## src/rtl/fma16_mul_arbiter.sv

```systemverilog
// fma16_mul_arbiter: round-robin share of one fp16 multiplier between two requesters with a registered tagged response
module fma16_mul_arbiter #(
    parameter int MUL_LAT = 1,
    parameter int CNT_W   = 16
) (
    input  logic             clk,
    input  logic             reset_n,
    input  logic             a_valid,
    output logic             a_ready,
    input  logic [15:0]      a_x,
    input  logic [15:0]      a_y,
    input  logic             a_negp,
    input  logic [1:0]       a_roundmode,
    input  logic             b_valid,
    output logic             b_ready,
    input  logic [15:0]      b_x,
    input  logic [15:0]      b_y,
    input  logic             b_negp,
    input  logic [1:0]       b_roundmode,
    output logic [15:0]      mul_x,
    output logic [15:0]      mul_y,
    output logic             mul_negp,
    output logic [1:0]       mul_roundmode,
    input  logic [15:0]      mul_product,
    input  logic [3:0]       mul_flags,
    output logic             rsp_valid,
    input  logic             rsp_ready,
    output logic             rsp_id,
    output logic [15:0]      rsp_product,
    output logic [3:0]       rsp_flags,
    output logic [3:0]       sticky_flags,
    input  logic             flags_clr,
    output logic [CNT_W-1:0] op_count
);
    typedef enum logic [1:0] {IDLE, MUL, RESP} state_t;
    state_t state, next_state;
    logic last_grant, id, grant_a, grant_b, deliver;
    logic [2:0] lat_cnt;
    // last_grant holds the id of the previous winner, so the other side wins a tie
    assign grant_a = a_valid & (~b_valid | last_grant);
    assign grant_b = b_valid & (~a_valid | ~last_grant);
    // state register
    always_ff @(posedge clk or negedge reset_n) begin
        if (!reset_n) state <= IDLE;
        else          state <= next_state;
    end
    // next-state logic
    always_comb begin
        next_state = state;
        case (state)
            IDLE:    next_state = (grant_a | grant_b) ? MUL : IDLE;
            MUL:     next_state = (lat_cnt == 3'd0) ? RESP : MUL;
            RESP:    next_state = rsp_ready ? IDLE : RESP;
            default: next_state = IDLE;
        endcase
    end
    // handshake outputs, only offered while idle
    always_comb begin
        a_ready = (state == IDLE) & grant_a;
        b_ready = (state == IDLE) & grant_b;
        deliver = rsp_valid & rsp_ready;
    end
    // operand capture, latency count, result capture, statistics
    always_ff @(posedge clk or negedge reset_n) begin
        if (!reset_n) begin
            mul_x         <= '0;
            mul_y         <= '0;
            mul_negp      <= 1'b0;
            mul_roundmode <= '0;
            id            <= 1'b0;
            last_grant    <= 1'b1;
            lat_cnt       <= '0;
            rsp_valid     <= 1'b0;
            rsp_id        <= 1'b0;
            rsp_product   <= '0;
            rsp_flags     <= '0;
            sticky_flags  <= '0;
            op_count      <= '0;
        end else begin
            if (a_ready | b_ready) begin
                mul_x         <= b_ready ? b_x : a_x;
                mul_y         <= b_ready ? b_y : a_y;
                mul_negp      <= b_ready ? b_negp : a_negp;
                mul_roundmode <= b_ready ? b_roundmode : a_roundmode;
                id            <= b_ready;
                last_grant    <= b_ready;
                lat_cnt       <= 3'(MUL_LAT - 1);
            end
            if (state == MUL) begin
                if (lat_cnt != 3'd0) begin
                    lat_cnt <= lat_cnt - 3'd1;
                end else begin
                    rsp_product <= mul_product;
                    rsp_flags   <= mul_flags;
                    rsp_id      <= id;
                    rsp_valid   <= 1'b1;
                end
            end
            if (deliver) begin
                rsp_valid <= 1'b0;
                op_count  <= op_count + CNT_W'(1);
            end
            if (deliver | flags_clr)
                sticky_flags <= (flags_clr ? 4'h0 : sticky_flags) | (deliver ? rsp_flags : 4'h0);
        end
    end
endmodule

```

## config.mk

```make
export PLATFORM = sky130hd
export DESIGN_NAME = fma16_mul_arbiter
export DESIGN_NICKNAME = d
export VERILOG_FILES = /design/src/rtl/fma16_mul_arbiter.sv
export SDC_FILE = /design/constraint.sdc
export NUM_CORES = 1
export LEC_CHECK = 0
export ABC_AREA = 1
export BUFFER_PORTS_ARGS = -buffer_cell sky130_fd_sc_hd__buf_2
export CAP_MARGIN = 25
export CORE_UTILIZATION = 48
export CTS_CLUSTER_DIAMETER = 150
export DETAILED_ROUTE_END_ITERATION = 10
export PLACE_DENSITY = 0.9
export SYNTH_ARGS = -nofsm -noshare
export SYNTH_HDL_FRONTEND = slang
export SYNTH_SLANG_ARGS = --single-unit
```

## constraint.sdc

```tcl
create_clock -name clk -period 1.8 [get_ports clk]
set_input_delay 0.18 -clock clk [delete_from_list [all_inputs] [get_ports clk]]
set_output_delay 0.18 -clock clk [all_outputs]
set_load 0.01 [all_outputs]
```

==> flow_summary.html <==
<table>
<tr><th>Metric</th><th>Value</th></tr>
<tr><th colspan="2">Worst setup path</th></tr>
<tr><td>R2r endpoint</td><td>state[1]</td></tr>
<tr><td>Worst Setup EP</td><td>b_ready</td></tr>
<tr><td>Required time of the critical path</td><td>1.62 ns</td></tr>
<tr><td>Crit. Startpoint</td><td>state[1]</td></tr>
<tr><td>Startpoint class of the critical path</td><td>flop</td></tr>
<tr><td>WP data arrival</td><td>1.50 ns</td></tr>
<tr><td>Peak fanout along the critical path</td><td>15</td></tr>
<tr><td>Worst reg2reg startpoint</td><td>lat_cnt[0]</td></tr>
<tr><td>Flop2flop setup slack</td><td>0.29 ns</td></tr>
<tr><td>WS Path Type</td><td>flop to output port</td></tr>
<tr><td>Worst Reg-to-Reg Cells</td><td>5</td></tr>
<tr><td>Kind of end point of the critical path</td><td>output port</td></tr>
<tr><th colspan="2">Floorplan</th></tr>
<tr><td>Die outline area</td><td>0.00922 sq mm</td></tr>
<tr><td>Chip width</td><td>96.0 um</td></tr>
<tr><td>Effective utilization at floorplan</td><td>50.6%</td></tr>
<tr><td>Area of the placeable core</td><td>0.00838 sq mm</td></tr>
<tr><td>Cell Rows</td><td>33</td></tr>
<tr><td>Die span in y</td><td>96.0 um</td></tr>
<tr><td>Count of boundary I/O pins</td><td>175</td></tr>
<tr><th colspan="2">Yosys</th></tr>
<tr><td>Per-instance average area after synthesis</td><td>9.07 sq um</td></tr>
<tr><td>Number of synthesized flops with an enable pin</td><td>0</td></tr>
<tr><td>Fraction of synthesis flops using an asynchronous set or reset pin</td><td>100%</td></tr>
<tr><td>Top post-synthesis cells by count</td><td>148 x sky130_fd_sc_hd__nand2_1, 83 x sky130_fd_sc_hd__dfrtp_1, 64 x sky130_fd_sc_hd__inv_1</td></tr>
<tr><td>Register area share after synthesis</td><td>49.5%</td></tr>
<tr><td>Number of warnings printed during yosys synthesis</td><td>0</td></tr>
<tr><td>Most frequent cell after synthesis</td><td>sky130_fd_sc_hd__nand2_1</td></tr>
<tr><td>Area fraction of the dominant cell type after synthesis</td><td>48.9%</td></tr>
<tr><td>Cell accounting for the most synthesized area</td><td>sky130_fd_sc_hd__dfrtp_1</td></tr>
<tr><td>Netlist area before placement</td><td>0.00425 sq mm</td></tr>
<tr><td>Syn_nets</td><td>567</td></tr>
<tr><td>Cells taking the most area after synthesis</td><td>sky130_fd_sc_hd__dfrtp_1 49%, sky130_fd_sc_hd__nand2_1 13%, sky130_fd_sc_hd__o211ai_2 10%, sky130_fd_sc_hd__inv_1 5.7%, sky130_fd_sc_hd__nand2_2 5.2%</td></tr>
<tr><td>Post-Synthesis Cells</td><td>468</td></tr>
<tr><td>Synthesized flop and latch total</td><td>84</td></tr>
<tr><td>Post-synth cell types</td><td>27</td></tr>
<tr><td>Ys flop type</td><td>sky130_fd_sc_hd__dfrtp_1</td></tr>
<tr><th colspan="2">Clock network</th></tr>
<tr><td>CTS buffer count</td><td>9</td></tr>
<tr><td>Clock transition at the register clock pins on the worst setup and hold paths after CTS</td><td>0.08 ns</td></tr>
<tr><td>Max clock buf depth</td><td>2</td></tr>
<tr><td>Num Clock Sinks</td><td>84</td></tr>
<tr><td>Buffer cell driving the clock tree root</td><td>sky130_fd_sc_hd__clkbuf_8</td></tr>
<tr><td>Number of H-tree levels</td><td>3</td></tr>
<tr><td>TritonCTS clock tree</td><td>done</td></tr>
<tr><td>Clock latency on the worst-skew pair</td><td>0.35 ns</td></tr>
<tr><td>Post-cts repair resize count</td><td>0</td></tr>
<tr><th colspan="2">Pwr</th></tr>
<tr><td>Combinational power share</td><td>46.4%</td></tr>
<tr><td>Leakage</td><td>3.16 nW</td></tr>
<tr><td>Switching pwr</td><td>3.46 mW</td></tr>
<tr><td>Proportion of total power due to net switching</td><td>41.6%</td></tr>
<tr><td>Worst vdd rail ir drop</td><td>0.906 mV</td></tr>
<tr><td>Sequential share of power</td><td>38.3%</td></tr>
<tr><td>Clock network fraction of total power</td><td>15.3%</td></tr>
<tr><td>Pwr/cell area</td><td>1530 mW/mm^2</td></tr>
<tr><td>Cell-internal power</td><td>4.85 mW</td></tr>
<tr><th colspan="2">STA</th></tr>
<tr><td>Worst setup skew after layout</td><td>0.00809 ns</td></tr>
<tr><td>Final hold violation count</td><td>0</td></tr>
<tr><td>Count of final max-slew check failures</td><td>0</td></tr>
<tr><td>Total Negative Setup Slacks</td><td>0 ns</td></tr>
<tr><td>Post-route minimum period</td><td>1.68 ns</td></tr>
<tr><td>Final worst-path cycle share</td><td>93.4%</td></tr>
<tr><td>F_max</td><td>594 MHz</td></tr>
<tr><td>Setup violations, final</td><td>0</td></tr>
<tr><td>RSZ-0062 raised after global routing</td><td>no</td></tr>
<tr><td>Max transition margin</td><td>70.3%</td></tr>
<tr><td>Transition time at the pin with the least slew margin</td><td>0.444 ns</td></tr>
<tr><th colspan="2">Worst hold path</th></tr>
<tr><td>Worst min-delay path class</td><td>primary input to flop</td></tr>
<tr><th colspan="2">Global route</th></tr>
<tr><td>Global-route wire length before repair</td><td>15,700 um</td></tr>
<tr><td>Via count of the first global-routing pass</td><td>3,557</td></tr>
<tr><td>Initial antenna violation count</td><td>0</td></tr>
<tr><td>Sum of overflow across all layers after global routing</td><td>0</td></tr>
<tr><td>Pin count of the biggest net entering global routing</td><td>39</td></tr>
<tr><td>GRT Overall Usage</td><td>22.2%</td></tr>
<tr><th colspan="2">Route</th></tr>
<tr><td>Number of iterations in the first detailed-routing pass</td><td>4</td></tr>
<tr><td>Routed via count</td><td>3,753</td></tr>
<tr><td>Number of nets still failing antenna checks after routing</td><td>0</td></tr>
<tr><td>Total routed wirelength</td><td>9980 um</td></tr>
<tr><td>Number of design-rule violations left by the first detailed-router iteration</td><td>136</td></tr>
<tr><td>Number of remaining DRC errors</td><td>0</td></tr>
<tr><td>Vias per cell</td><td>4.95</td></tr>
<tr><td>WL per Instance</td><td>13.2 um</td></tr>
<tr><th colspan="2">Final layout</th></tr>
<tr><td>NumNets Final</td><td>749</td></tr>
<tr><td>Filler Cells Inserted</td><td>711</td></tr>
<tr><td>Layout cells sized above 1</td><td>43.5%</td></tr>
<tr><td>Area added between synthesis and finish</td><td>28.0%</td></tr>
<tr><td>Final core utilization</td><td>64.8%</td></tr>
<tr><td>Register cell area after layout</td><td>0.00210 sq mm</td></tr>
<tr><td>Diodes inserted</td><td>0</td></tr>
<tr><td>Area occupied by multi-input gates</td><td>0.00171 sq mm</td></tr>
<tr><th colspan="2">Job</th></tr>
<tr><td>Maxcap violations</td><td>0</td></tr>
<tr><th colspan="2">Place</th></tr>
<tr><td>Port-buffer cells</td><td>174</td></tr>
<tr><td>HPWL Detailed</td><td>7440 um</td></tr>
<tr><td>Routability Congestion</td><td>0.831</td></tr>
<tr><th colspan="2">Run status</th></tr>
<tr><td>Status</td><td>complete, no violations</td></tr>
</table>
-- layout by cell type, fill, tap and decap left out, types with 3 or more instances in the layout --
| cell type | n |
|---|---|
| sky130_fd_sc_hd__nand3_1 | 25 |
| sky130_fd_sc_hd__buf_12 | 3 |
| sky130_fd_sc_hd__o21ai_0 | 6 |
| sky130_fd_sc_hd__nand4_1 | 5 |
| sky130_fd_sc_hd__o211ai_2 | 35 |
| sky130_fd_sc_hd__nand2_2 | 35 |
| sky130_fd_sc_hd__xor2_1 | 5 |
| sky130_fd_sc_hd__buf_4 | 13 |
| sky130_fd_sc_hd__inv_1 | 64 |
| sky130_fd_sc_hd__dfrtp_1 | 83 |
| sky130_fd_sc_hd__buf_2 | 173 |
| sky130_fd_sc_hd__a21oi_1 | 4 |
| sky130_fd_sc_hd__ha_1 | 3 |
| sky130_fd_sc_hd__xnor2_1 | 4 |
| sky130_fd_sc_hd__nor2_1 | 15 |
| sky130_fd_sc_hd__o22ai_1 | 4 |
| sky130_fd_sc_hd__clkbuf_8 | 9 |
| sky130_fd_sc_hd__o21ai_2 | 3 |
| sky130_fd_sc_hd__nand2_1 | 148 |
-- flip-flops by register name (all words and copies together), names as in the netlist, 2 cells and up --
signal         flops
state              2
op_count          16
rsp_product       16
mul_y             16
lat_cnt            3
rsp_flags          4
sticky_flags       4
mul_x             16
mul_roundmode      2
-- worst max-delay path: stages, from the launching register on --
cell and delay (ns):
sky130_fd_sc_hd__dfrtp_1 0.43, sky130_fd_sc_hd__nor2_4 0.20, sky130_fd_sc_hd__nand3_4 0.16, sky130_fd_sc_hd__buf_12 0.19
sky130_fd_sc_hd__inv_1 0.05, sky130_fd_sc_hd__buf_2 0.12
-- power by group through the flow --
stage                     combinational (mW)  clock (mW)  sequential, mW
after detailed placement                3.80           0            3.20
after global routing                    4.33        1.39            3.28
after global placement                  3.64           0            3.17
after CTS                               3.81        1.30            3.18
final                                   3.86        1.27            3.18
after floorplan                         2.24           0            3.50
-- per-stage QoR --
stage	cell area [sq um]	cells	hold slack (ns)	worst slack [ns]	power, mW
finish	5430	758	0.0664	0.118	8.31
floorplan	4250	468	-0.116	0.398	5.74
global route	5430	758	0.0577	0.0515	9.00
global placement	5170	736	0.121	0.371	6.80
CTS	5360	751	0.0540	0.00722	8.30
detailed placement	5170	736	0.128	0.299	7.00
-- how the worst min path moves through the flow --
stage | start | endpoint | slack, ns | cells past startpoint
4_1_cts | mul_product[12] | rsp_product[12] | 0.05 | 3
6_report | mul_product[12] | rsp_product[12] | 0.07 | 3
2_1_floorplan | reset_n | id | -0.12 | 0
5_1_grt | mul_product[9] | rsp_product[9] | 0.06 | 3
3_3_place_gp | reset_n | op_count[10] | 0.12 | 1
3_5_place_dp | reset_n | op_count[11] | 0.13 | 1
-- timing repair --
action                                 in CTS  in global routing
setup endpoints to repair                   0                  1
endpoints found under the hold margin      27                  0
setup buffers                               0                  6
hold buffers                                1                  0
-- per-layer routing --
metal	GRT usage [%]	routed length, um	up-vias
met5	0	0	-
li1	-	-	1829
met3	6.71	789	21
met1	27.1	4280	1757
met4	8.83	218	0
met2	36.6	4690	146
-- area by class of cell --
| class | count | share of cell area (%) |
|---|---|---|
| Inverter | 65 | 4.58 |
| Sequential cell | 84 | 38.7 |
| Clock inverter | 5 | 1.01 |
| Timing Repair Buffer | 191 | 19.5 |
| Clock buffer | 9 | 2.28 |
| Tap cell | 105 | 2.42 |
| Multi-Input combinational cell | 299 | 31.5 |
-- logic make-up (layout without fill, tap and decap cells) --
family	Yosys count	count (layout)	share of synthesized area [%]
AO/OA/AOI/OAI	52	52	12.7
XOR/XNOR	9	9	1.86
buffers and inverters	85	270	10.1
adder cells (fa/ha/maj)	3	3	0.884
AND/OR/NAND/NOR	235	235	24.9
flip-flops	84	84	49.5
No activity file was read; power rests on OpenSTA's default activity.
